[src/rtl/ahb2apb_bridge.sv]
// ----------------------------------------------------------------------------
// ahb2apb_bridge
//   AHB-Lite slave to APB4 master bridge. Each selected AHB transfer becomes a
//   single APB SETUP/ACCESS sequence; wait states are inserted via HREADYOUT,
//   PRDATA is returned as HRDATA, and PSLVERR or an ACCESS timeout is turned
//   into a two-cycle AHB ERROR response. Unsupported sizes (HSIZE > word) get
//   the ERROR response without any APB cycle.
//
// Ports
//   HCLK, HRESETn            clock, asynchronous active-low reset
//   HSEL/HADDR/HTRANS/HWRITE AHB address phase (HSEL from the decoder)
//   HSIZE/HWDATA/HREADY      AHB size, write data, bus-level ready
//   HREADYOUT/HRESP/HRDATA   AHB slave response
//   PSEL/PENABLE/PADDR       APB control and address
//   PWRITE/PWDATA/PSTRB      APB direction, write data, byte strobes
//   PRDATA/PREADY/PSLVERR    APB completer response
// ----------------------------------------------------------------------------
module ahb2apb_bridge #(
    parameter int unsigned ADDR_W      = 32,
    parameter int unsigned TIMEOUT_CYC = 0,
    parameter int unsigned TO_CNT_W    = 16
) (
    input  logic              HCLK,
    input  logic              HRESETn,
    input  logic              HSEL,
    input  logic [ADDR_W-1:0] HADDR,
    input  logic [1:0]        HTRANS,
    input  logic              HWRITE,
    input  logic [2:0]        HSIZE,
    input  logic [31:0]       HWDATA,
    input  logic              HREADY,
    output logic              HREADYOUT,
    output logic              HRESP,
    output logic [31:0]       HRDATA,
    output logic              PSEL,
    output logic              PENABLE,
    output logic [ADDR_W-1:0] PADDR,
    output logic              PWRITE,
    output logic [31:0]       PWDATA,
    output logic [3:0]        PSTRB,
    input  logic [31:0]       PRDATA,
    input  logic              PREADY,
    input  logic              PSLVERR
);

    typedef enum logic [2:0] {
        S_IDLE,
        S_SETUP,
        S_ACCESS,
        S_ERR1,
        S_ERR2
    } state_t;

    localparam bit                  TO_EN   = (TIMEOUT_CYC != 0);
    // Timeout fires in the ACCESS cycle whose count (before increment) is the last allowed one.
    localparam logic [TO_CNT_W-1:0] TO_LAST = TO_CNT_W'((TIMEOUT_CYC == 0) ? 0 : TIMEOUT_CYC - 1);

    state_t              r_state;
    state_t              w_next;
    logic [ADDR_W-1:0]   r_paddr;
    logic                r_pwrite;
    logic [3:0]          r_pstrb;
    logic [TO_CNT_W-1:0] r_to_cnt;

    logic                w_accept;
    logic                w_size_ok;
    logic                w_to_hit;
    logic [3:0]          w_strb;
    logic                w_unused;

    // HTRANS[0] only distinguishes NONSEQ/SEQ and IDLE/BUSY, which the bridge treats alike.
    assign w_unused  = HTRANS[0];

    assign w_accept  = HSEL & HREADY & HTRANS[1];
    assign w_size_ok = (HSIZE <= 3'd2);
    assign w_to_hit  = TO_EN && !PREADY && (r_to_cnt == TO_LAST);

    assign PADDR  = r_paddr;
    assign PWRITE = r_pwrite;
    assign PSTRB  = r_pstrb;
    assign PWDATA = HWDATA;

    always_comb begin
        w_strb = '0;
        case (HSIZE[1:0])
            2'd0:    w_strb = 4'b0001 << HADDR[1:0];
            2'd1:    w_strb = 4'b0011 << {HADDR[1], 1'b0};
            2'd2:    w_strb = 4'b1111;
            default: w_strb = '0;
        endcase
        if (!HWRITE) begin
            w_strb = '0;
        end
    end

    always_comb begin
        w_next    = r_state;
        HREADYOUT = 1'b1;
        HRESP     = 1'b0;
        HRDATA    = '0;
        PSEL      = 1'b0;
        PENABLE   = 1'b0;
        case (r_state)
            S_IDLE: begin
                if (w_accept) begin
                    w_next = w_size_ok ? S_SETUP : S_ERR1;
                end
            end
            S_SETUP: begin
                PSEL      = 1'b1;
                HREADYOUT = 1'b0;
                w_next    = S_ACCESS;
            end
            S_ACCESS: begin
                PSEL    = 1'b1;
                PENABLE = 1'b1;
                HRDATA  = PRDATA;
                if (PREADY) begin
                    if (PSLVERR) begin
                        HREADYOUT = 1'b0;
                        w_next    = S_ERR1;
                    end else if (w_accept) begin
                        w_next = w_size_ok ? S_SETUP : S_ERR1;
                    end else begin
                        w_next = S_IDLE;
                    end
                end else begin
                    HREADYOUT = 1'b0;
                    if (w_to_hit) begin
                        w_next = S_ERR1;
                    end
                end
            end
            S_ERR1: begin
                HRESP     = 1'b1;
                HREADYOUT = 1'b0;
                w_next    = S_ERR2;
            end
            S_ERR2: begin
                HRESP = 1'b1;
                if (w_accept) begin
                    w_next = w_size_ok ? S_SETUP : S_ERR1;
                end else begin
                    w_next = S_IDLE;
                end
            end
            default: w_next = S_IDLE;
        endcase
    end

    // SETUP is only ever entered from an accepted transfer, so that transition doubles
    // as the capture strobe for the address-phase controls and the timeout clear.
    always_ff @(posedge HCLK or negedge HRESETn) begin
        if (!HRESETn) begin
            r_state  <= S_IDLE;
            r_paddr  <= '0;
            r_pwrite <= 1'b0;
            r_pstrb  <= '0;
            r_to_cnt <= '0;
        end else begin
            r_state <= w_next;
            if (w_next == S_SETUP) begin
                r_paddr  <= HADDR;
                r_pwrite <= HWRITE;
                r_pstrb  <= w_strb;
                r_to_cnt <= '0;
            end else if (r_state == S_ACCESS && !PREADY) begin
                r_to_cnt <= r_to_cnt + 1'b1;
            end
        end
    end

endmodule
[config.mk]
export PLATFORM = sky130hd
export DESIGN_NAME = ahb2apb_bridge
export DESIGN_NICKNAME = d
export VERILOG_FILES = /design/src/rtl/ahb2apb_bridge.sv
export SDC_FILE = /design/constraint.sdc
export NUM_CORES = 1
export LEC_CHECK = 0
export ABC_AREA = 1
export BUFFER_PORTS_ARGS = -buffer_cell sky130_fd_sc_hd__buf_2
export CAP_MARGIN = 20
export CELL_PAD_IN_SITES_DETAIL_PLACEMENT = 0
export CELL_PAD_IN_SITES_GLOBAL_PLACEMENT = 1
export CORE_MARGIN = 4
export CORE_UTILIZATION = 25
export CTS_BUF_LIST = sky130_fd_sc_hd__clkbuf_8
export CTS_CLUSTER_SIZE = 30
export DETAILED_ROUTE_END_ITERATION = 7
export GPL_TIMING_DRIVEN = 1
export PLACE_DENSITY_LB_ADDON = 0.1
export SYNTH_ARGS = -nofsm -noshare
export SYNTH_HDL_FRONTEND = slang
export SYNTH_SLANG_ARGS = --single-unit
[constraint.sdc]
create_clock -name HCLK -period 2 [get_ports HCLK]
set_clock_uncertainty 0.1 [all_clocks]
set_input_delay 0.1 -clock HCLK [delete_from_list [all_inputs] [get_ports HCLK]]
set_output_delay 0.1 -clock HCLK [all_outputs]
set_load 0.01 [all_outputs]
# Word-level counts from Yosys, hierarchy flattened
# Index checks and enable logic that the tools add are counted.
dict set report totals {
  regBits 40
  in_bits 108
  out_inout_bits 105
  wordCells 36
}
dict set report classes {
  order_cmp 1
  n_eq_ne 7
  n_shift 2
  muxes 15
  n_bitwise 2
  reduce_logical 5
}
# operator count
set ops {}
lappend ops {{two-way mux 32 bit} 1}
lappend ops {{one-hot mux 3 bit (5 select lines)} 1}
lappend ops {{one-hot mux 4 bit (3 select lines)} 1}
lappend ops {{== test 3 x 1 -> 1 bit, second input constant} 2}
lappend ops {{== test 3 x 2 -> 1 bit, second input constant} 2}
lappend ops {{two-way mux 2 bit} 3}
lappend ops {{two-way mux 3 bit} 2}
lappend ops {{OR reduction 2 bit} 3}
lappend ops {{two-way mux 1 bit} 5}
lappend ops {{two-way mux 4 bit} 1}
lappend ops {{left shift 1 x 2 -> 4 bit, first input constant} 1}
lappend ops {{left shift 2 x 2 -> 4 bit, first input constant} 1}
lappend ops {{== test 3 bit, second input constant} 1}
lappend ops {{<= comparator 3 x 2 -> 1 bit, second input constant} 1}
lappend ops {{zero test 3 bit} 1}
lappend ops {{bitwise AND 1 bit} 2}
lappend ops {{== test 2 x 1 -> 1 bit, second input constant} 1}
lappend ops {{== test 2 bit, second input constant} 1}
lappend ops {{zero test 2 bit} 1}
lappend ops {{one-hot mux 1 bit (2 select lines)} 1}

# Longest topological paths before layout
# Gate-level depths: netlist of the first run.
dict set report depth {
  ltp_word 7
  ltp_mapped 10
  depth_no_buf 9
}

# Worst setup path before layout of the first run
# Ideal clock, no wire load.
dict set report synth_path {
  path_type {reg2reg}
  startpoint {register r_state[2]}
  endpoint {register r_paddr[10] (netlist: PADDR[10])}
  setup_time_ns 0.117
  t_arrival_ns 1.380
  slack_ns 0.403
  stages_incl_launch_ff 9
  path_buffers 2
  path_cell_list {dfrtp_1 nor3_4 inv_2 a21oi_2 nor2_4 buf_6 buf_6 nand4_1 nand2_1}
}
dict set report synth_via {
  elab_chain_len 3
}
# item line
set synth_rtl {}
lappend synth_rtl {{start, declared} 58} ;# state_t r_state;
lappend synth_rtl {{start signal, assigned} 161} ;# r_state <= w_next;
lappend synth_rtl {{== test 3 bit, or another cell as far along} 103} ;# case (r_state)
lappend synth_rtl {{one-hot mux 3 bit (5 select lines) *} 103}
lappend synth_rtl {{== test 3 x 1 -> 1 bit *} 162} ;# if (w_next == S_SETUP) begin
lappend synth_rtl {{end signal, assigned} 156} ;# r_paddr <= '0;
lappend synth_rtl {{end signal, assigned} 163} ;# r_paddr <= HADDR;
lappend synth_rtl {{end, declared} 60} ;# logic [ADDR_W-1:0] r_paddr;
# Every way passes the cells marked *; elsewhere a longest branch is shown, timed or not.
# A chain may end at the register's enable or synchronous reset.

# Worst setup path after layout of the first run
dict set report layout_path {
  startpoint {register r_state[2]}
  endpoint {output HRDATA[11]}
}
dict set report layout_via {
  elab_chain_len 2
}
# item line
set layout_rtl {}
lappend layout_rtl {{== test 3 x 2 -> 1 bit} 103}
lappend layout_rtl {{two-way mux 32 bit} 103}
lappend layout_rtl {{end, declared} 34} ;# output logic [31:0] HRDATA,
# Every way passes these cells.

==> results of run 1 <==
timing repair:
action / in CTS / in global routing
endpoints found under the hold margin: 46 / 0
setup buffers: 0 / 0
hold buffers: 33 / 0
Yosys cell counts:
master	n
a21oi_1	4
a21oi_2	1
a21oi_4	1
buf_12	2
buf_2	2
buf_4	34
buf_6	8
clkbuf_1	3
clkbuf_4	1
clkinv_2	1
dfrtp_1	40
inv_1	41
inv_2	3
nand2_1	89
nand2_2	2
nand3_1	2
nand3_2	1
nand3_4	1
nand4_1	37
nor2_1	40
nor2_2	1
nor2_4	1
nor3_1	1
nor3_4	1
o21ai_0	2
o22ai_1	1
layer usage:
layer  share of wire [%]  up-vias  wire length (um)  global-route usage (%)
met5                   0        -                 0                       0
met4                0.98        0                78                   3.470
met3                  11        7               871                   4.937
met2                  48      132              3777                   23.38
met1                  41     1070              3223                   15.77
li1                    -     1250                 -                       -
registers in the layout, summed over array words and instances (netlist names):
name,cells
PSTRB,4
r_state,3
PWRITE,1
PADDR,32
final timing paths:
check | endpoint | slack, ns | cells after the start
worst max-delay path | HRDATA[11] | 0.23 | 5
worst min-delay path | PADDR[0]$_DFFE_PN0N_ | 0.01 | 3
worst max register to register | PADDR[6]$_DFFE_PN0N_ | 0.35 | 7
worst min register to register | PADDR[25]$_DFFE_PN0N_ | 0.37 | 2
max in group asynchronous | r_state[2]$_DFF_PN0_ | 0.99 | 3
min in group asynchronous | PADDR[13]$_DFFE_PN0N_ | 0.12 | 2
cell usage in the layout, fill, tap and decap left out, types with 3 or more instances in the layout:
cell type	count
a21oi_1	4
nand4_1	37
nor2_1	40
buf_4	6
dfrtp_1	40
inv_2	3
inv_1	41
clkbuf_8	5
dlygate4sd3_1	33
buf_2	147
nand2_1	89
worst register-to-register path, cell delays in order (launching register included):
cell     delay, ns
dfrtp_1       0.44
nor3_4        0.26
nand2_2       0.10
a21oi_4       0.20
nand3_4       0.09
buf_4         0.22
nand2_1       0.09
nand2_1       0.05
where the power goes:
group	internal, W	total (W)	switching, W	leakage (nW)
Sequential	0.00116	0.00134	0.000182	0.508
Combinational	0.000802	0.00204	0.00124	1.52
Clock	0.000236	0.000519	0.000283	0.0400
layout make-up:
class / count / area share (%)
clock inverter: 2 / 0.3647
tap: 129 / 4.705
inverter: 45 / 4.960
sequential: 40 / 29.18
clock buffer: 5 / 2.006
timing repair buffer: 188 / 33.55
multi-input combinational: 185 / 25.24
cell families (layout without fill, tap and decap cells):
| kind of cell | count (synthesis) | after routing | share of synthesized area, % |
|---|---|---|---|
| compound gates | 9 | 9 | 2.502 |
| buf+inv | 95 | 240 | 23.84 |
| flops | 40 | 40 | 40.84 |
| simple gates | 176 | 176 | 32.82 |
stage by stage:
stage / power (W) / hold WS (ns)
after global routing: 0.004268 / 0.01608
after CTS: 0.003981 / 0.0006283
final: 0.003902 / 0.01491
after floorplan: 0.002640 / -0.2956
after global placement: 0.003391 / -0.06579
after detailed placement: 0.003402 / -0.07299
==> summary.md, run 1 <==
| Metric | Value |
|---|---|
| DPL Wire Length | `5855 um` |
| Crit path kind | `reg -> out` |
| Vert. Die Dim | `107.0 um` |
| Sequential element share of the synthesized area | `40.84%` |
| Total grt overflow | `0` |
| Buffers on Ports | `147` |
| Synthesized area per cell | `about 7.7 um2` |
| Pin count of the biggest net entering global routing | `39` |
| Crit. Startpoint | `r_state[2]$_DFF_PN0_` |
| Buf+Inv Stages, Crit Path | `3` |
| Average vias per placed instance | `4.140` |
| ANT cells | `0` |
| First-pass GRT wire length | `12290 um` |
| Crit Path Max Fanout | `33` |
| Reg clk slew, reported paths | `0.08 ns` |
| Slew margin rel. | `approximately 76%` |
| Gr usage total | `a little over an eighth` |
| Reg area | `0.001001 mm2` |
| Final cell count without fillers | `594` |
| DRC | `0` |
| Final cycle utilization of the critical path | `a little under 90%` |
| Slew Limit Fails | `0` |
| Core Region | `0.009371 mm2` |
| Number of global-route vias before repair | `2369` |
| Worst-path cell chain | `nor3_4, inv_2, buf_4, nor2_1, buf_2` |
| Tmin final | `1.767 ns` |
| Top-area cell type share of the netlist area | `approximately two fifths` |
| Post-layout util | `36.61%` |
| Clock sinks | `40` |
| Synth unique cells | `26` |
| Placed cells | `554` |
| Worst Setup Start Kind | `register` |
| Number of max-cap violations | `0` |
| Longest Clk Path Bufs | `2` |
| Hold Fails Final Rpt | `0` |
| Worst hold path class | `in -> reg` |
| Initial core utilization | `a little over a quarter` |
| CTS Root Cell | `clkbuf_8` |
| # rows | `35` |
| Mapped Cells | `320` |
| Syn nets | `428` |
| Peak supply drop | `0.0003954 V` |
| Layout area overhead | `39.97%` |
| RSZ-0062 raised after global routing | `false` |
| Clock Latency Late Sink | `0.28 ns` |
| CP peak stage delay | `0.44 ns` |
| Final setup violation count | `0` |
| GPL Wtd Cong | `0.6909` |
| DR WL/cell | `between 10 and 15 um` |
| Worst Path Required | `1.80 ns` |
| Total CTS buffers | `5` |
| Worst Path Arrival | `around 1.6 ns` |
| CTS tree | `built` |
| Ranking of synthesized cells by area | `dfrtp_1 41%, nand2_1 14%, buf_4 10%, nand4_1 9.4%, inv_1 6.3%` |
| Die area | `0.01145 mm2` |
| Setup slack at placement | `between 0.3 and 0.4 ns` |
| Tightest Pin Transition | `0.3532 ns` |
| H-Tree Depth | `2` |
| R2R Path Start | `r_state[2]$_DFF_PN0_` |
| Final wirelength | `roughly 8000 um` |
| CTS resizes | `0` |
| Largest area contributor in the netlist | `dfrtp_1` |
| Static leakage | `2.064 nW` |
| Crit path max-delay cell type | `dfrtp_1` |
| Final antenna-violating net count | `0` |
| DP Area | `0.003019 mm2` |
| Max Clk Rate | `0.5660 GHz` |
| I/O pin total | `213` |
| Die X | `around 110 um` |
| # fillers | `1039` |
| Vias | `2459` |
| Outcome | `finished clean` |
| 1st-iter DRT viols | `roughly 170` |
| Ys Warns | `0` |
| Worst Min Path Start | `HADDR[0]` |
| Synth Register Bits | `40` |
| Initial antenna violation count | `0` |
| Design area | `roughly 0.0034 mm2` |
| Fraction of layout cells with a size suffix above 1 | `37.63%` |
| Fin Setup TNS | `0 ns` |
| 1st-pass router iterations | `5` |
| Multi-input logic area | `around 870 um2` |
| Post-Synthesis Cell Area | `0.002451 mm2` |
| Worst setup margin | `approximately 0.23 ns` |
| Worst setup EP type | `output pin` |
| PwrDens | `1137 mW/mm2` |
| Nets@finish | `~570` |
| Delay-heaviest family, CP | `buffers and inverters` |
Note: power is estimated with default switching activity, not from simulation.
==> run 2: changes to the inputs <==
==> constraint.sdc (replaced) <==
create_clock -name HCLK -period 1.7 [get_ports HCLK]
set_clock_uncertainty 0.1 [all_clocks]
set_input_delay 0.085 -clock HCLK [delete_from_list [all_inputs] [get_ports HCLK]]
set_output_delay 0.085 -clock HCLK [all_outputs]
set_load 0.01 [all_outputs]
==> summary.md, run 2 (synthesis gave the netlist of run 1 again) <==
| Metric | Value |
|---|---|
| GPL Wtd Cong | `0.6981` |
| DR WL/cell | `around 14 um` |
| Final cell count without fillers | `609` |
| Total grt overflow | `0` |
| Vert. Die Dim | `approximately 110 um` |
| Slew Limit Fails | `0` |
| Total CTS buffers | `5` |
| Design area | `between 0.003 and 0.004 mm2` |
| Flop-to-flop setup slack | `0.02 ns` |
| Vias | `2569` |
| P_int | `a little under 0.003 W` |
| Worst setup EP type | `register` |
| Outcome | `finished clean` |
| Setup slack at placement | `0.06048 ns` |
| Max reg flops | `32` |
| Sw frac | `42.69%` |
| PwrDens | `1350 mW/mm2` |
| Average vias per placed instance | `4.218` |
| Number of max-cap violations | `0` |
| First-pass GRT wire length | `12360 um` |
| Worst Path Required | `1.78 ns` |
| CTS tree | `built` |
| Worst Setup Start Kind | `register` |
| Initial core utilization | `26.15%` |
| DRC | `0` |
| 1st-pass router iterations | `4` |
| Switching power | `0.002197 W` |
| Nets@finish | `about 590` |
| Clock sinks | `40` |
| Placed cells | `560` |
| Peak supply drop | `0.0005987 V` |
| R2R Path Start | `r_state[1]$_DFF_PN0_` |
| Worst Path Arrival | `approximately 1.8 ns` |
| Clock share of power | `11.6%` |
| Crit path kind | `reg -> reg` |
| Max Clk Rate | `around 0.60 GHz` |
| Tmin final | `1.676 ns` |
| R2R cell count | `9` |
| Min-Delay Endpoint | `PWDATA[23]` |
| Crit Path Max Fanout | `7` |
| ANT cells | `0` |
| Pin count of the biggest net entering global routing | `34` |
| DPL Wire Length | `roughly 6000 um` |
| Reg clk slew, reported paths | `0.07 ns` |
| Fraction of layout cells with a size suffix above 1 | `49.17%` |
| Initial antenna violation count | `0` |
| Final antenna-violating net count | `0` |
| Comb power frac | `56.8%` |
| Final setup violation count | `0` |
| # fillers | `between 1k and 1.5k` |
| Worst Min Path Start | `HWDATA[23]` |
| Tightest Pin Transition | `0.4955 ns` |
| Final wirelength | `8280 um` |
| Hold path cells | `0` |
| Worst hold path class | `in -> out` |
| Number of global-route vias before repair | `between 2k and 2.5k` |
| Buffers on Ports | `147` |
| CTS Root Cell | `clkbuf_8` |
| Leading cell type in the layout, fill and taps excluded | `buf_2` |
| Gr usage total | `13.46%` |
| Core Region | `0.009371 mm2` |
| Slew margin rel. | `66.97%` |
| 1st-iter DRT viols | `70` |
| RSZ-0062 raised after global routing | `true` |
| Clock Latency Late Sink | `0.28 ns` |
| # rows | `35` |
| Die area | `0.01145 mm2` |
| Seq pwr share | `31.6%` |
| Longest Clk Path Bufs | `2` |
| Most frequent cells in the layout | `146 x buf_2, 62 x nand2_1, 41 x inv_1` |
| Hold Fails Final Rpt | `0` |
| Worst setup margin | `roughly 0.024 ns` |
| Static leakage | `2.204 nW` |
| H-Tree Depth | `2` |
| RR Endpoint | `PADDR[22]$_DFFE_PN0N_` |
| I/O pin total | `213` |
| Layout area overhead | `55.49%` |
| Final cycle utilization of the critical path | `98.58%` |
| Die X | `107.0 um` |
| DP Area | `0.003114 mm2` |
run 2: changes by cell type in the layout (fill, tap and decap cells not counted), sizes merged:
cell	previous run	this run
buf	155	167
inv	44	46
clkbuf	5	7
clkinv	2	1
dlygate4sd3	33	34
clkinvlp	1	0
run 2: worst max-delay path, cell delays in order, from the launching register on:
cell	delay (ns)
dfrtp_1	0.37
inv_4	0.06
nor3_4	0.20
buf_4	0.15
nand2_4	0.05
a21oi_4	0.15
nand3_4	0.18
clkbuf_16	0.22
nand2_1	0.06
nand2_1	0.04
run 2: worst max-delay path by stage:
| stage | start | end | depth (start not counted) |
|---|---|---|---|
| detailed placement | r_state[0]$_DFF_PN0_ | PADDR[11]$_DFFE_PN0N_ | 9 |
| floorplan | r_state[2]$_DFF_PN0_ | PADDR[10]$_DFFE_PN0N_ | 8 |
| finish | r_state[1]$_DFF_PN0_ | PADDR[22]$_DFFE_PN0N_ | 9 |
| CTS | r_state[2]$_DFF_PN0_ | HRDATA[23] | 6 |
| global placement | r_state[0]$_DFF_PN0_ | PADDR[31]$_DFFE_PN0N_ | 9 |
| global route | r_state[1]$_DFF_PN0_ | PADDR[25]$_DFFE_PN0N_ | 9 |
run 2: stage by stage:
stage	power [W]	TNS (ns)	hold slack [ns]	utilization, %
final	0.005146	0	0.07000	40.67
after CTS	0.004853	0	0.07007	37.92
after global routing	0.005568	-2.178	0.07002	40.67
after floorplan	0.003106	0	-0.3106	-
after global placement	0.004124	0	-0.02340	33.23
after detailed placement	0.004133	0	-0.02908	33.23
run 2: repair_timing:
action,4_1_cts,5_1_grt
hold buffers,34,0
resized for setup,4,59
setup buffers,1,4
endpoints found under the setup margin,33,71
cloned,0,3
pin swaps,0,4
hold endpoints to repair,51,0
run 2: cell type report:
cell class                      count  area, um2  area share (%)
Inverter                           45      176.4           4.629
Sequential cell                    40       1002           26.30
Clock buffer                        5      68.82           1.806
Multi-Input combinational cell    185       1008           26.46
Tap cell                          129      161.4           4.235
Timing Repair Buffer              203       1385           36.34
Clock inverter                      2      8.758          0.2298
run 2: power by group through the flow:
stage	clock network (W)	logic (W)	registers, W
after floorplan	0	0.00133	0.00178
after global placement	0	0.00254	0.00158
after detailed placement	0	0.00254	0.00159
after CTS	0.000628	0.00265	0.00158
after global routing	0.000677	0.00321	0.00168
final	0.000596	0.00293	0.00163
run 2: layer usage:
metal  global-route usage, %  vias to the layer above  routed length (um)
li1                        -                     1280                   -
met1                   15.57                     1168                3326
met2                   23.29                      119                4066
met3                   5.178                        2                 883
met4                   3.470                        0                   4
met5                       0                        -                   0
==> run 3: changes to the inputs <==
--- a/config.mk
+++ b/config.mk
@@ -7,7 +7,6 @@
 export LEC_CHECK = 0
 export ABC_AREA = 1
 export BUFFER_PORTS_ARGS = -buffer_cell sky130_fd_sc_hd__buf_2
-export CAP_MARGIN = 20
 export CELL_PAD_IN_SITES_DETAIL_PLACEMENT = 0
 export CELL_PAD_IN_SITES_GLOBAL_PLACEMENT = 1
 export CORE_MARGIN = 4
@@ -16,6 +15,7 @@
 export CTS_CLUSTER_SIZE = 30
 export DETAILED_ROUTE_END_ITERATION = 7
 export GPL_TIMING_DRIVEN = 1
+export HOLD_SLACK_MARGIN = 0.1
 export PLACE_DENSITY_LB_ADDON = 0.1
 export SYNTH_ARGS = -nofsm -noshare
 export SYNTH_HDL_FRONTEND = slang
==> summary.md, run 3 (synthesis gave the netlist of run 1 again) <==
| Metric | Value |
|---|---|
| Outcome | `finished clean` |
| DR WL/cell | `13.90 um` |
| Worst Setup Start Kind | `register` |
| Peak supply drop | `between 0.0006 and 0.0007 V` |
| Buffers on Ports | `147` |
| Tmin final | `approximately 1.7 ns` |
| Final cell count without fillers | `641` |
| R2R cell count | `9` |
| Core Region | `around 0.0094 mm2` |
| Slew margin rel. | `67.37%` |
| I/O pin total | `213` |
| Longest Clk Path Bufs | `2` |
| Clock sinks | `40` |
| Fraction of layout cells with a size suffix above 1 | `about 46%` |
| Placed cells | `560` |
| Die area | `about 0.011 mm2` |
| Hold path cells | `6` |
| DP Area | `0.003114 mm2` |
| Crit path kind | `reg -> reg` |
| Worst setup EP type | `register` |
| Tightest Pin Transition | `just under 0.5 ns` |
| H-Tree Depth | `2` |
| CTS tree | `built` |
| Pin count of the biggest net entering global routing | `34` |
| Total grt overflow | `0` |
| Total power | `0.005323 W` |
| Initial antenna violation count | `0` |
| Number of max-cap violations | `0` |
| ANT cells | `0` |
| Setup slack at placement | `0.06048 ns` |
| Leading cell type in the layout, fill and taps excluded | `buf_2` |
| RSZ-0062 raised after global routing | `true` |
| Hold Fails Final Rpt | `0` |
| Average vias per placed instance | `4.207` |
| # rows | `35` |
| Reg clk slew, reported paths | `0.08 ns` |
| Worst setup margin | `between 0.015 and 0.02 ns` |
| DRC | `0` |
| Static leakage | `2.357 nW` |
| First-pass GRT wire length | `about 13000 um` |
| Vert. Die Dim | `107.0 um` |
| Number of global-route vias before repair | `2623` |
| Total CTS buffers | `5` |
| Gr usage total | `14.26%` |
| Slew Limit Fails | `0` |
| Worst Path Arrival | `roughly 1.8 ns` |
| Nets@finish | `620` |
| CTS Root Cell | `clkbuf_8` |
| GPL Wtd Cong | `0.6981` |
| 1st-iter DRT viols | `100` |
| Clock Latency Late Sink | `0.28 ns` |
| Final cycle utilization of the critical path | `98.92%` |
| PwrDens | `1271 mW/mm2` |
| Most frequent cells in the layout | `145 x buf_2, 66 x dlygate4sd3_1, 60 x nand2_1` |
| Initial core utilization | `a little over a quarter` |
| Vias | `2697` |
| Crit Path Max Fanout | `11` |
| Worst Path Required | `1.79 ns` |
| Max reg flops | `32` |
| Worst hold path class | `in -> reg` |
| Layout area overhead | `70.80%` |
| Design area | `0.004187 mm2` |
| Max Clk Rate | `0.5947 GHz` |
| 1st-pass router iterations | `5` |
| Final setup violation count | `0` |
| Final wirelength | `8913 um` |
| Final antenna-violating net count | `0` |
| Die X | `107.0 um` |
| DPL Wire Length | `6030 um` |
| WHS | `0.1495 ns` |
==> run 3: cell count changes in the layout (fill, tap and decap cells not counted), moves of 4 or more <==
cell | before | now
dlygate4sd3_1 | 34 | 66
nand2_4 | 4 | 10
nor2_2 | 18 | 12
nand2_2 | 25 | 21
nor2_1 | 22 | 26
==> run 3: cell type report <==
class / instances / area, um2
fill: 969 / 5185
timing repair buffer: 235 / 1725
multi-input combinational: 185 / 1044
sequential: 40 / 1002
inverter: 45 / 176.4
tap: 129 / 161.4
clock buffer: 5 / 68.82
clock inverter: 2 / 8.758
==> run 3: worst max-delay path: stages, from the launching register on <==
cell and delay [ns]:
dfrtp_1 0.37, inv_4 0.06, nor3_4 0.20, buf_4 0.15, nand2_4 0.05, a21oi_4 0.15
nand3_4 0.18, clkbuf_16 0.22, nand2_1 0.06, nand2_1 0.05
==> run 3: worst paths after layout <==
check | from | end | slack [ns]
max in group asynchronous | HRESETn | r_state[2]$_DFF_PN0_ | 0.80
min in group asynchronous | HRESETn | PADDR[31]$_DFFE_PN0N_ | 0.18
setup / recovery | r_state[1]$_DFF_PN0_ | PADDR[6]$_DFFE_PN0N_ | 0.02
hold reg to reg | PADDR[31]$_DFFE_PN0N_ | PADDR[31]$_DFFE_PN0N_ | 0.37
hold / removal | HSIZE[1] | PSTRB[0]$_DFFE_PN0N_ | 0.15
setup reg to reg | r_state[1]$_DFF_PN0_ | PADDR[6]$_DFFE_PN0N_ | 0.02
==> run 3: layer usage <==
metal  part of all wire [%]  track usage (%)  vias to the layer above
met5                      0                0                        -
met4                   0.92            4.201                        0
met3                    9.8            5.117                        7
met2                     50            24.87                      127
met1                     39            16.36                     1216
li1                       -                -                     1347
==> run 3: power breakdown <==
group          leakage [nW]  switching, W  total [W]  internal [W]
sequential            0.506      0.000278    0.00164       0.00137
combinational          1.81       0.00168    0.00308       0.00141
clock                0.0452      0.000323   0.000596      0.000273
==> run 3: per-stage QoR <==
step / setup TNS (ns) / utilization [%]
2_1_floorplan: 0 / -
3_3_place_gp: 0 / 33.23
3_5_place_dp: 0 / 33.23
4_1_cts: 0 / 41.34
5_1_grt: -2.712 / 44.67
6_report: 0 / 44.67
==> run 3: timing repair <==
item                       4_1_cts  5_1_grt
resized for setup                4       66
setup endpoints to repair       33       71
setup buffers                    1        4
pin swaps                        0        4
hold endpoints to repair       105        0
gates cloned                     0        3
hold buffers                    66        0
